==> config.mk <==
export PLATFORM = sky130hd
export DESIGN_NAME = if_id_pipe_reg_flat
export DESIGN_NICKNAME = d
export VERILOG_FILES = /design/src/rtl/if_id_pipe_reg_pkg.sv /design/src/rtl/if_id_pipe_reg_if.sv /design/src/rtl/if_id_pipe_reg_skid_buffer.sv /design/src/rtl/if_id_pipe_reg.sv /design/src/flat_wrapper.sv
export SDC_FILE = /design/constraint.sdc
export NUM_CORES = 1
export LEC_CHECK = 0
export ABC_AREA = 1
export CORE_UTILIZATION = 50
export CTS_CLUSTER_SIZE = 24
export DETAILED_ROUTE_END_ITERATION = 8
export HOLD_SLACK_MARGIN = 0.05
export PLACE_DENSITY = 0.91
export SYNTH_ARGS = -nofsm -noshare
export SYNTH_HDL_FRONTEND = slang
export SYNTH_SLANG_ARGS = --single-unit
==> constraint.sdc <==
create_clock -name Clk -period 1.7 [get_ports Clk]
set_input_delay 0.255 -clock Clk [delete_from_list [all_inputs] [get_ports Clk]]
set_output_delay 0.255 -clock Clk [all_outputs]
set_load 0.005 [all_outputs]
==> src/rtl/if_id_pipe_reg_pkg.sv <==
// -----------------------------------------------------------------------------
// if_id_pipe_reg_pkg
//   Shared definitions for the IF/ID pipeline register and its skid buffer:
//   default path widths, the NOP instruction, the packed IF/ID entry layout,
//   the skid-buffer state encoding and a helper that turns that state into an
//   entry count.
// -----------------------------------------------------------------------------
package if_id_pipe_reg_pkg;

  localparam int DEF_PC_W    = 32;
  localparam int DEF_INSTR_W = 32;
  localparam int DEF_CNT_W   = 16;

  // MIPS "sll $0,$0,0" encodes as all zeros and is the canonical bubble.
  localparam logic [31:0] DEF_NOP_INSTR = 32'h0000_0000;

  // One IF/ID entry: PC+4 in the upper bits, instruction in the lower bits.
  typedef struct packed {
    logic [DEF_PC_W-1:0]    pc;
    logic [DEF_INSTR_W-1:0] instr;
  } if_id_entry_t;

  // Skid buffer fill level. The skid slot is only ever used while the main
  // slot is occupied, so "skid full, main empty" is not representable.
  typedef enum logic [1:0] {
    SKID_EMPTY = 2'd0,
    SKID_ONE   = 2'd1,
    SKID_FULL  = 2'd2
  } skid_state_e;

  function automatic logic [1:0] occupancy_of(input skid_state_e s);
    logic [1:0] n;
    n = 2'd0;
    case (s)
      SKID_ONE:  n = 2'd1;
      SKID_FULL: n = 2'd2;
      default:   n = 2'd0;
    endcase
    return n;
  endfunction

endpackage

==> src/rtl/if_id_pipe_reg_if.sv <==
// -----------------------------------------------------------------------------
// if_id_pipe_reg_if
//   Bundle of all handshake/data signals between the IF stage, the IF/ID
//   pipeline register and the ID stage.
//
//   Handshake rules (both sides): a transfer happens on a rising clock edge
//   where valid and ready are both 1. A producer holding valid=1 keeps its
//   data stable until the transfer. in_ready is a registered output and never
//   depends combinationally on out_ready.
//
//   Signals:
//     in_valid / in_ready / PCAddResult / Instruction : IF -> pipe register
//     Flush                                           : redirect, drop all
//     out_valid / out_ready / ID_PCAddResult / ID_Instruction : pipe -> ID
//     occupancy   : entries held (0..2)
//     stall_count : saturating count of cycles with out_valid & ~out_ready
//
//   Modports: slave = the pipeline register, master = the surrounding stages.
// -----------------------------------------------------------------------------
interface if_id_pipe_reg_if #(
  parameter int PC_W    = 32,
  parameter int INSTR_W = 32,
  parameter int CNT_W   = 16
);

  logic               in_valid;
  logic               in_ready;
  logic [PC_W-1:0]    PCAddResult;
  logic [INSTR_W-1:0] Instruction;
  logic               Flush;
  logic               out_valid;
  logic               out_ready;
  logic [PC_W-1:0]    ID_PCAddResult;
  logic [INSTR_W-1:0] ID_Instruction;
  logic [1:0]         occupancy;
  logic [CNT_W-1:0]   stall_count;

  modport slave (
    input  in_valid, PCAddResult, Instruction, Flush, out_ready,
    output in_ready, out_valid, ID_PCAddResult, ID_Instruction,
           occupancy, stall_count
  );

  modport master (
    output in_valid, PCAddResult, Instruction, Flush, out_ready,
    input  in_ready, out_valid, ID_PCAddResult, ID_Instruction,
           occupancy, stall_count
  );

endinterface

==> src/rtl/if_id_pipe_reg_skid_buffer.sv <==
// -----------------------------------------------------------------------------
// pipe_skid_buffer
//   Generic 2-entry valid/ready skid buffer over a DATA_W bus. The main slot
//   drives out_data; the skid slot catches one entry when the consumer stalls,
//   which lets in_ready be a register.
//
//   Ports:
//     clk, rst        : clock, synchronous active-high reset
//     flush           : synchronous discard of both slots and of the input
//     in_valid/in_ready/in_data    : upstream handshake (in_ready registered)
//     out_valid/out_ready/out_data : downstream handshake (all registered)
//     state           : current fill state, for occupancy and debug
//
//   out_data is cleared to zero by reset/flush and simply held when the main
//   slot drains, so the wrapper decides what a bubble looks like.
// -----------------------------------------------------------------------------
module pipe_skid_buffer
  import if_id_pipe_reg_pkg::*;
#(
  parameter int DATA_W = 64
) (
  input  logic              clk,
  input  logic              rst,
  input  logic              flush,
  input  logic              in_valid,
  output logic              in_ready,
  input  logic [DATA_W-1:0] in_data,
  output logic              out_valid,
  input  logic              out_ready,
  output logic [DATA_W-1:0] out_data,
  output skid_state_e       state
);

  logic [DATA_W-1:0] skid_data;
  logic              accept;

  assign accept = in_valid & in_ready;

  always_ff @(posedge clk) begin
    if (rst || flush) begin
      state     <= SKID_EMPTY;
      out_valid <= 1'b0;
      in_ready  <= 1'b1;
      out_data  <= '0;
      skid_data <= '0;
    end else begin
      unique case (state)
        SKID_EMPTY: begin
          if (accept) begin
            out_data  <= in_data;
            out_valid <= 1'b1;
            state     <= SKID_ONE;
          end
        end
        SKID_ONE: begin
          if (out_ready) begin
            if (accept) begin
              out_data <= in_data;
            end else begin
              // Drained: out_data keeps its last value.
              out_valid <= 1'b0;
              state     <= SKID_EMPTY;
            end
          end else if (accept) begin
            skid_data <= in_data;
            in_ready  <= 1'b0;
            state     <= SKID_FULL;
          end
        end
        SKID_FULL: begin
          // in_ready is 0 in this state, so no new entry can arrive here;
          // a consume just promotes the skid entry.
          if (out_ready) begin
            out_data <= skid_data;
            in_ready <= 1'b1;
            state    <= SKID_ONE;
          end
        end
        default: begin
          state     <= SKID_EMPTY;
          out_valid <= 1'b0;
          in_ready  <= 1'b1;
          out_data  <= '0;
        end
      endcase
    end
  end

endmodule

==> src/rtl/if_id_pipe_reg.sv <==
// -----------------------------------------------------------------------------
// if_id_pipe_reg
//   IF/ID pipeline register with valid/ready handshakes, a 2-entry skid,
//   synchronous flush, NOP substitution on bubbles and a saturating stall
//   counter.
//
//   Ports:
//     Clk   : rising-edge clock
//     Reset : synchronous, active-high; has priority over Flush
//     bus   : if_id_pipe_reg_if.slave (see interface for signal list)
//
//   When no valid entry is presented ID_Instruction shows NOP_INSTR while
//   ID_PCAddResult keeps the last value (or 0 after reset/flush).
// -----------------------------------------------------------------------------
module if_id_pipe_reg
  import if_id_pipe_reg_pkg::*;
#(
  parameter int                 PC_W      = DEF_PC_W,
  parameter int                 INSTR_W   = DEF_INSTR_W,
  parameter logic [INSTR_W-1:0] NOP_INSTR = INSTR_W'(DEF_NOP_INSTR),
  parameter int                 CNT_W     = DEF_CNT_W
) (
  input logic              Clk,
  input logic              Reset,
  if_id_pipe_reg_if.slave  bus
);

  localparam int DATA_W = PC_W + INSTR_W;
  localparam logic [CNT_W-1:0] CNT_MAX = '1;

  logic              main_valid;
  logic              skid_in_ready;
  logic [DATA_W-1:0] main_data;
  skid_state_e       skid_state;
  logic [CNT_W-1:0]  stall_cnt;

  pipe_skid_buffer #(
    .DATA_W (DATA_W)
  ) u_skid (
    .clk       (Clk),
    .rst       (Reset),
    .flush     (bus.Flush),
    .in_valid  (bus.in_valid),
    .in_ready  (skid_in_ready),
    .in_data   ({bus.PCAddResult, bus.Instruction}),
    .out_valid (main_valid),
    .out_ready (bus.out_ready),
    .out_data  (main_data),
    .state     (skid_state)
  );

  assign bus.in_ready       = skid_in_ready;
  assign bus.out_valid      = main_valid;
  assign bus.ID_PCAddResult = main_data[DATA_W-1:INSTR_W];
  // The held instruction stays in the register after a drain; mask it so ID
  // only ever sees a real entry or a NOP.
  assign bus.ID_Instruction = main_valid ? main_data[INSTR_W-1:0] : NOP_INSTR;
  assign bus.occupancy      = occupancy_of(skid_state);
  assign bus.stall_count    = stall_cnt;

  // Counts ID back-pressure cycles; Flush deliberately does not clear it.
  always_ff @(posedge Clk) begin
    if (Reset) begin
      stall_cnt <= '0;
    end else if (main_valid && !bus.out_ready && stall_cnt != CNT_MAX) begin
      stall_cnt <= stall_cnt + 1'b1;
    end
  end

endmodule

==> src/flat_wrapper.sv <==
// flat-port wrapper written by rule: the top's interface ports become plain ports
module if_id_pipe_reg_flat import if_id_pipe_reg_pkg::*;
#(
  parameter int                 PC_W      = DEF_PC_W,
  parameter int                 INSTR_W   = DEF_INSTR_W,
  parameter logic [INSTR_W-1:0] NOP_INSTR = INSTR_W'(DEF_NOP_INSTR),
  parameter int                 CNT_W     = DEF_CNT_W
)
  (Clk, Reset, bus_in_valid, bus_PCAddResult, bus_Instruction, bus_Flush, bus_out_ready, bus_in_ready, bus_out_valid, bus_ID_PCAddResult, bus_ID_Instruction, bus_occupancy, bus_stall_count);
  if_id_pipe_reg_if #(.PC_W(PC_W), .INSTR_W(INSTR_W), .CNT_W(CNT_W)) bus_i ();
  input logic Clk;
  input logic Reset;
  input wire logic [$bits(bus_i.in_valid)-1:0] bus_in_valid;
  input wire logic [$bits(bus_i.PCAddResult)-1:0] bus_PCAddResult;
  input wire logic [$bits(bus_i.Instruction)-1:0] bus_Instruction;
  input wire logic [$bits(bus_i.Flush)-1:0] bus_Flush;
  input wire logic [$bits(bus_i.out_ready)-1:0] bus_out_ready;
  output wire logic [$bits(bus_i.in_ready)-1:0] bus_in_ready;
  output wire logic [$bits(bus_i.out_valid)-1:0] bus_out_valid;
  output wire logic [$bits(bus_i.ID_PCAddResult)-1:0] bus_ID_PCAddResult;
  output wire logic [$bits(bus_i.ID_Instruction)-1:0] bus_ID_Instruction;
  output wire logic [$bits(bus_i.occupancy)-1:0] bus_occupancy;
  output wire logic [$bits(bus_i.stall_count)-1:0] bus_stall_count;
  assign bus_i.in_valid = bus_in_valid;
  assign bus_i.PCAddResult = bus_PCAddResult;
  assign bus_i.Instruction = bus_Instruction;
  assign bus_i.Flush = bus_Flush;
  assign bus_i.out_ready = bus_out_ready;
  assign bus_in_ready = bus_i.in_ready;
  assign bus_out_valid = bus_i.out_valid;
  assign bus_ID_PCAddResult = bus_i.ID_PCAddResult;
  assign bus_ID_Instruction = bus_i.ID_Instruction;
  assign bus_occupancy = bus_i.occupancy;
  assign bus_stall_count = bus_i.stall_count;
  if_id_pipe_reg #(.PC_W(PC_W), .INSTR_W(INSTR_W), .NOP_INSTR(NOP_INSTR), .CNT_W(CNT_W)) u_core (.Clk(Clk), .Reset(Reset), .bus(bus_i));
endmodule
# Yosys cells after proc, flatten, opt, wreduce, memory -nomap -nowiden

Cells that the tools add are included.

Register bits: 148
Input bits: 69
Output and inout bits: 84
Logic and storage cells: 52

Add/sub/neg operators: 1
Eq/ne operators: 11
Muxes and demuxes: 20
Bitwise logic cells: 4
Reductions and logical operators: 10

Operators by type and width:

| kind                                                                   | number |
|---|---|
| 64-bit 2-to-1 mux                                                      | 3 |
| 64-bit case mux with 3 select lines                                    | 1 |
| 32-bit 2-to-1 mux                                                      | 1 |
| 16-bit by 1-bit adder with 16-bit output (second input constant)       | 1 |
| 16-bit inequality test (second input constant)                         | 1 |
| 2-bit inequality test (second input constant)                          | 6 |
| 4-bit AND reduction                                                    | 3 |
| 2-bit 2-to-1 mux                                                       | 5 |
| 1-bit 2-to-1 mux                                                       | 6 |
| 3-bit inequality test (second input constant)                          | 2 |
| 1-bit case mux with 3 select lines                                     | 2 |
| 2-bit case mux with 3 select lines                                     | 1 |
| 2-bit case mux with 2 select lines                                     | 1 |
| 1-bit NOT                                                              | 3 |
| 3-bit AND reduction                                                    | 1 |
| 2-bit by 1-bit equality test with 1-bit output (second input constant) | 1 |
| 2-bit equality test (second input constant)                            | 1 |
| 1-bit logical AND                                                      | 2 |
| 2-bit zero test                                                        | 1 |
| 2-bit AND reduction                                                    | 1 |
| 1-bit bitwise AND                                                      | 1 |
| 1-bit zero test                                                        | 1 |
| 1-bit logical OR                                                       | 1 |

# Depth between registers and ports, before layout

Gate-level depths: netlist (run 1).

Depth in word-level cells: 4
Gate-level depth with buffers: 9
Depth with buffers taken out: 9

# By module

Synthesis (run 1) repeated with hierarchy kept, for this count alone.

Cell total of the unflattened synthesis: 1156
Area total of the unflattened synthesis: 7213.2 um^2

Modules (own cells, without submodules):

| module           | instances | cells an instance | area each (um^2) | sequential area each (um^2) |
|---|---|---|---|---|
| pipe_skid_buffer | 1         | 932               | 5982.0           | 2642.5 |
| if_id_pipe_reg   | 1         | 224               | 1231.2           | 320.3 |

# Worst setup path after synthesis (run 1)

Ideal clock, no wire load.

Path type: register to register
From: register u_core.stall_cnt[0] (netlist: u_core.bus.stall_count[0])
To: register u_core.stall_cnt[11] (netlist: u_core.bus.stall_count[11])
Setup time: 0.115 ns
Data arrival time: 1.321 ns
Data required time: 1.585 ns
Setup slack: 0.264 ns
Stages on the path, launching flop included: 8
Buffers on the path: 1
Clock period less this slack: 1.436 ns
Path through: dfxtp_1 -> ha_1 -> inv_1 -> nor2_1 -> nand4_2 -> buf_2 -> a21oi_1 -> nor2_1

Cells in the longest elaborated chain, start to end: 2
Elaborated cells on any way between the ends: 3
Classes of those cells: add/sub: 1; eq/ne: 1; reduce/logical: 1

RTL lines:

| element                                                                          | RTL line             | RTL |
|---|---|---|
| from (decl)                                                                      | if_id_pipe_reg.sv:35 | `logic [CNT_W-1:0] stall_cnt;` |
| from (signal assigned)                                                           | if_id_pipe_reg.sv:66 | `stall_cnt <= stall_cnt + 1'b1;` |
| branches (longest 2 deep; another with 16-bit by 1-bit adder with 16-bit output) | --                   |  |

Several ways; the timed one is not identified.
A chain may end at the register's enable or synchronous reset.

# Worst setup path after layout (run 1)

From: register u_core.u_skid.out_valid
To: output port bus_ID_Instruction[31]

Cells in the longest elaborated chain, start to end: 1

RTL lines:

| element                | RTL line                         | RTL |
|---|---|---|
| from (decl)            | if_id_pipe_reg_skid_buffer.sv:28 | `output logic out_valid,` |
| from (signal assigned) | if_id_pipe_reg_skid_buffer.sv:42 | `out_valid <= 1'b0;` |
| from (signal assigned) | if_id_pipe_reg_skid_buffer.sv:51 | `out_valid <= 1'b1;` |
| from (signal assigned) | if_id_pipe_reg_skid_buffer.sv:61 | `out_valid <= 1'b0;` |
| 32-bit 2-to-1 mux      | if_id_pipe_reg.sv:57             | `assign bus.ID_Instruction = main_valid ? main_data[INSTR_W-1:0] : NOP_INSTR;` |
| to (decl)              | flat_wrapper.sv:21               | `output wire logic [$bits(bus_i.ID_Instruction)-1:0] bus_ID_Instruction;` |

No other way between the ends.

==> run metrics, run 1 <==
row cnt 42; wire per inst 13.0 um; VDD IR max 0.731 mV; Post-synth EDFFs 0; Achievable Freq 602 MHz; PD cells 955 mW/mm2; Max Cap Viol 0; post-synthesis register bit count 148; Placement Setup Slack -89.2 ps; RR Startpoint u_core.u_skid.state[1]$_SDFFE_PP0P_; sequential fraction of the synthesis area 0.438; final count of pins violating max slew 0; startpoint types flop; DRT Wirelength 17300 um; CTS tree built; buffers added on ports 152; Detail Route Antenna Nets 0; number of nets in the layout 1211; worst reg2reg path depth 7; P&R area growth vs syn 36.4%; Cells on Worst Hold Path 2; Setup crit start u_core.u_skid.out_valid$_SDFFE_PP0P_; slowest cell on the critical path dfxtp_2; Remaining DRCs 0; placed inst area 0.00844 mm2; initial core utilization 0.511; initial antenna violation count 0; status finished clean; CTS sink cnt 148; Tmin final 1660 ps; synth unique cells 20; layout cells sized above 1 0.103; clock-pin slew on the worst setup and hold paths 60 ps; RSZ-0062 raised after global routing no; crit path DAT 1410 ps; Placer Congestion 0.865; pin count of the biggest net entering global routing 38; Vias 6681; H-tree levels 4; fin worst setup slack 38.9 ps; drt initial violations 594; Die Span Y 118 um; Hold Buf Count CTS 0; Avg Vias per Cell 5.03; final instance area 0.00923 mm2; Hold Startpoint u_core.u_skid.out_data[13]$_SDFFE_PP0P_; CTS root buf clkbuf_16; Slew HR 0.684; final setup violation count 0; worst-margin pin slew 473 ps; path category of the worst min-delay check flop to flop; final hold slack 443 ps; n_diodes 0; static leakage 3.92 nW; CP endpoint kind output port; Synth Warn # 0; synthesized net count 1083; fin crit share 0.977; Inserted Clock Buffers 17; DIE WIDTH 118 um; First-pass DRT Iterations 7; Max Buffers Root-to-Sink 2; first-pass GRT wire length 28500 um; Post-Syn Area 0.00677 mm2; number of global-route vias before repair 6077; post-synthesis average cell area 6.68 um2; Tot Pwr 8.81 mW; clock latency on the worst-skew pair 420 ps; TNS Setup 0 ps; skew final 6.66 ps; Ports 153; Primary FF master, synth dfxtp_1; largest stage delay on the critical path 330 ps; CP Data Required Time 1440 ps; share of synthesized registers carrying an async set or reset 0; grt total ovfl 0; final hold vios 0; Cell Chain, Critical Path buf_8 > buf_6 > buf_12 > nand2_1 > inv_1 > clkdlybuf4s15_1; Fillers 1053; DP HPWL 11200 um; GRT Overall Usage 0.254; Core Area 0.0132 mm2; CP Max Fanout 4; Setup CP Type flop to output port; die area 0.0140 mm2; Cells after Synth 1013
cells in the mapped netlist (2+ instances only):
cell type / instances / area, um2
buf_4: 41 / 308
dfxtp_1: 148 / 2960
nand3_1: 17 / 85.1
o21ai_1: 77 / 385
nor2_2: 3 / 18.8
o21ai_0: 83 / 415
clkbuf_1: 35 / 131
buf_1: 4 / 15.0
buf_2: 13 / 65.1
a31oi_1: 2 / 12.5
nand2_1: 223 / 837
inv_1: 133 / 499
inv_2: 5 / 18.8
a21oi_1: 102 / 510
nor2_1: 122 / 458
final timing paths:
kind                                             end  slack, ps
max reg2reg  u_core.u_skid.out_data[19]$_SDFFE_PP0P_         70
min          u_core.u_skid.out_data[13]$_SDFFE_PP0P_        440
max                           bus_ID_Instruction[31]         40
min reg2reg  u_core.u_skid.out_data[13]$_SDFFE_PP0P_        440
flip-flops by register name, indices dropped and copies added (netlist names):
name                     cells
u_core.u_skid.out_valid      1
u_core.u_skid.skid_data     64
u_core.u_skid.out_data      64
u_core.u_skid.state          2
u_core.u_skid.in_ready       1
u_core.bus.stall_count      16
critical path: cells and delay by family (launching register included):
family        cells  cell delay [ps]
buf+inv           5              610
flops             1              330
simple gates      1               50
stage by stage:
stage	std cells	util
final	1328	0.697
after global routing	1328	0.697
after CTS	1327	0.703
after detailed placement	1286	0.637
after global placement	1286	0.637
after floorplan	1013	-
power by group:
group / switching [mW] / internal [mW] / leakage (nW)
clock: 1.40 / 2.96 / 0.332
combinational: 0.401 / 0.445 / 2.38
sequential: 0.0519 / 3.56 / 1.20
routing by layer:
layer	GRT usage	wire, um	up-vias
met5	0	0	-
met4	0.134	573	0
met3	0.0536	988	47
met2	0.417	8390	235
met1	0.313	7300	3011
li1	-	-	3388
final cells by class:
type                    count  area, um2  area share
flip-flops and latches    148       2970       0.322
well taps                 176        220      0.0239
clock buffers              20        457      0.0495
repair buffers            202       2020       0.219
clock inverters            10        228      0.0247
multi-input cells         634       2820       0.306
inverters                 138        518      0.0561
cells in the final DEF (no fill, tap or decap), types with 2 or more instances in the layout:
| cell type | n |
|---|---|
| nand2_1 | 219 |
| dfxtp_1 | 144 |
| inv_1 | 133 |
| nor2_1 | 121 |
| clkdlybuf4s50_1 | 117 |
| a21oi_1 | 102 |
| o21ai_0 | 83 |
| o21ai_1 | 77 |
| buf_4 | 30 |
| clkbuf_16 | 17 |
| clkbuf_2 | 17 |
| nand3_1 | 15 |
| dlygate4sd2_1 | 14 |
| buf_12 | 13 |
| bufinv_16 | 7 |
| inv_2 | 5 |
| nand2_2 | 4 |
| dfxtp_2 | 4 |
| nor2_4 | 3 |
| buf_6 | 3 |
| nand3_4 | 2 |
| a31oi_1 | 2 |
| clkinv_2 | 2 |
| clkbuf_8 | 2 |
| buf_2 | 2 |
| buf_8 | 2 |
cell families (layout without fill, tap and decap cells):
logic type	Yosys count	after routing	share of synthesized area
and+or+nand+nor	367	367	0.209
buffers and inverters	231	370	0.153
adders and majority gates	1	1	0.00185
DFF	148	148	0.438
AOI/OAI and AO/OA	266	266	0.198
repair_timing:
action	4_1_cts	5_1_grt
cloned	2	0
pin swaps	0	0
hold endpoints to repair	0	0
endpoints found under the setup margin	35	22
resized for setup	75	23
setup buffers	9	1
Note: power is estimated with default switching activity, not from simulation.
==> run 2: changes to the inputs <==
--- a/config.mk
+++ b/config.mk
@@ -11,6 +11,7 @@
 export DETAILED_ROUTE_END_ITERATION = 8
 export HOLD_SLACK_MARGIN = 0.05
 export PLACE_DENSITY = 0.91
+export SLEW_MARGIN = 10
 export SYNTH_ARGS = -nofsm -noshare
 export SYNTH_HDL_FRONTEND = slang
 export SYNTH_SLANG_ARGS = --single-unit
==> results of run 2 <==
Final layout, timing and power as in run 1 (identical DEF).
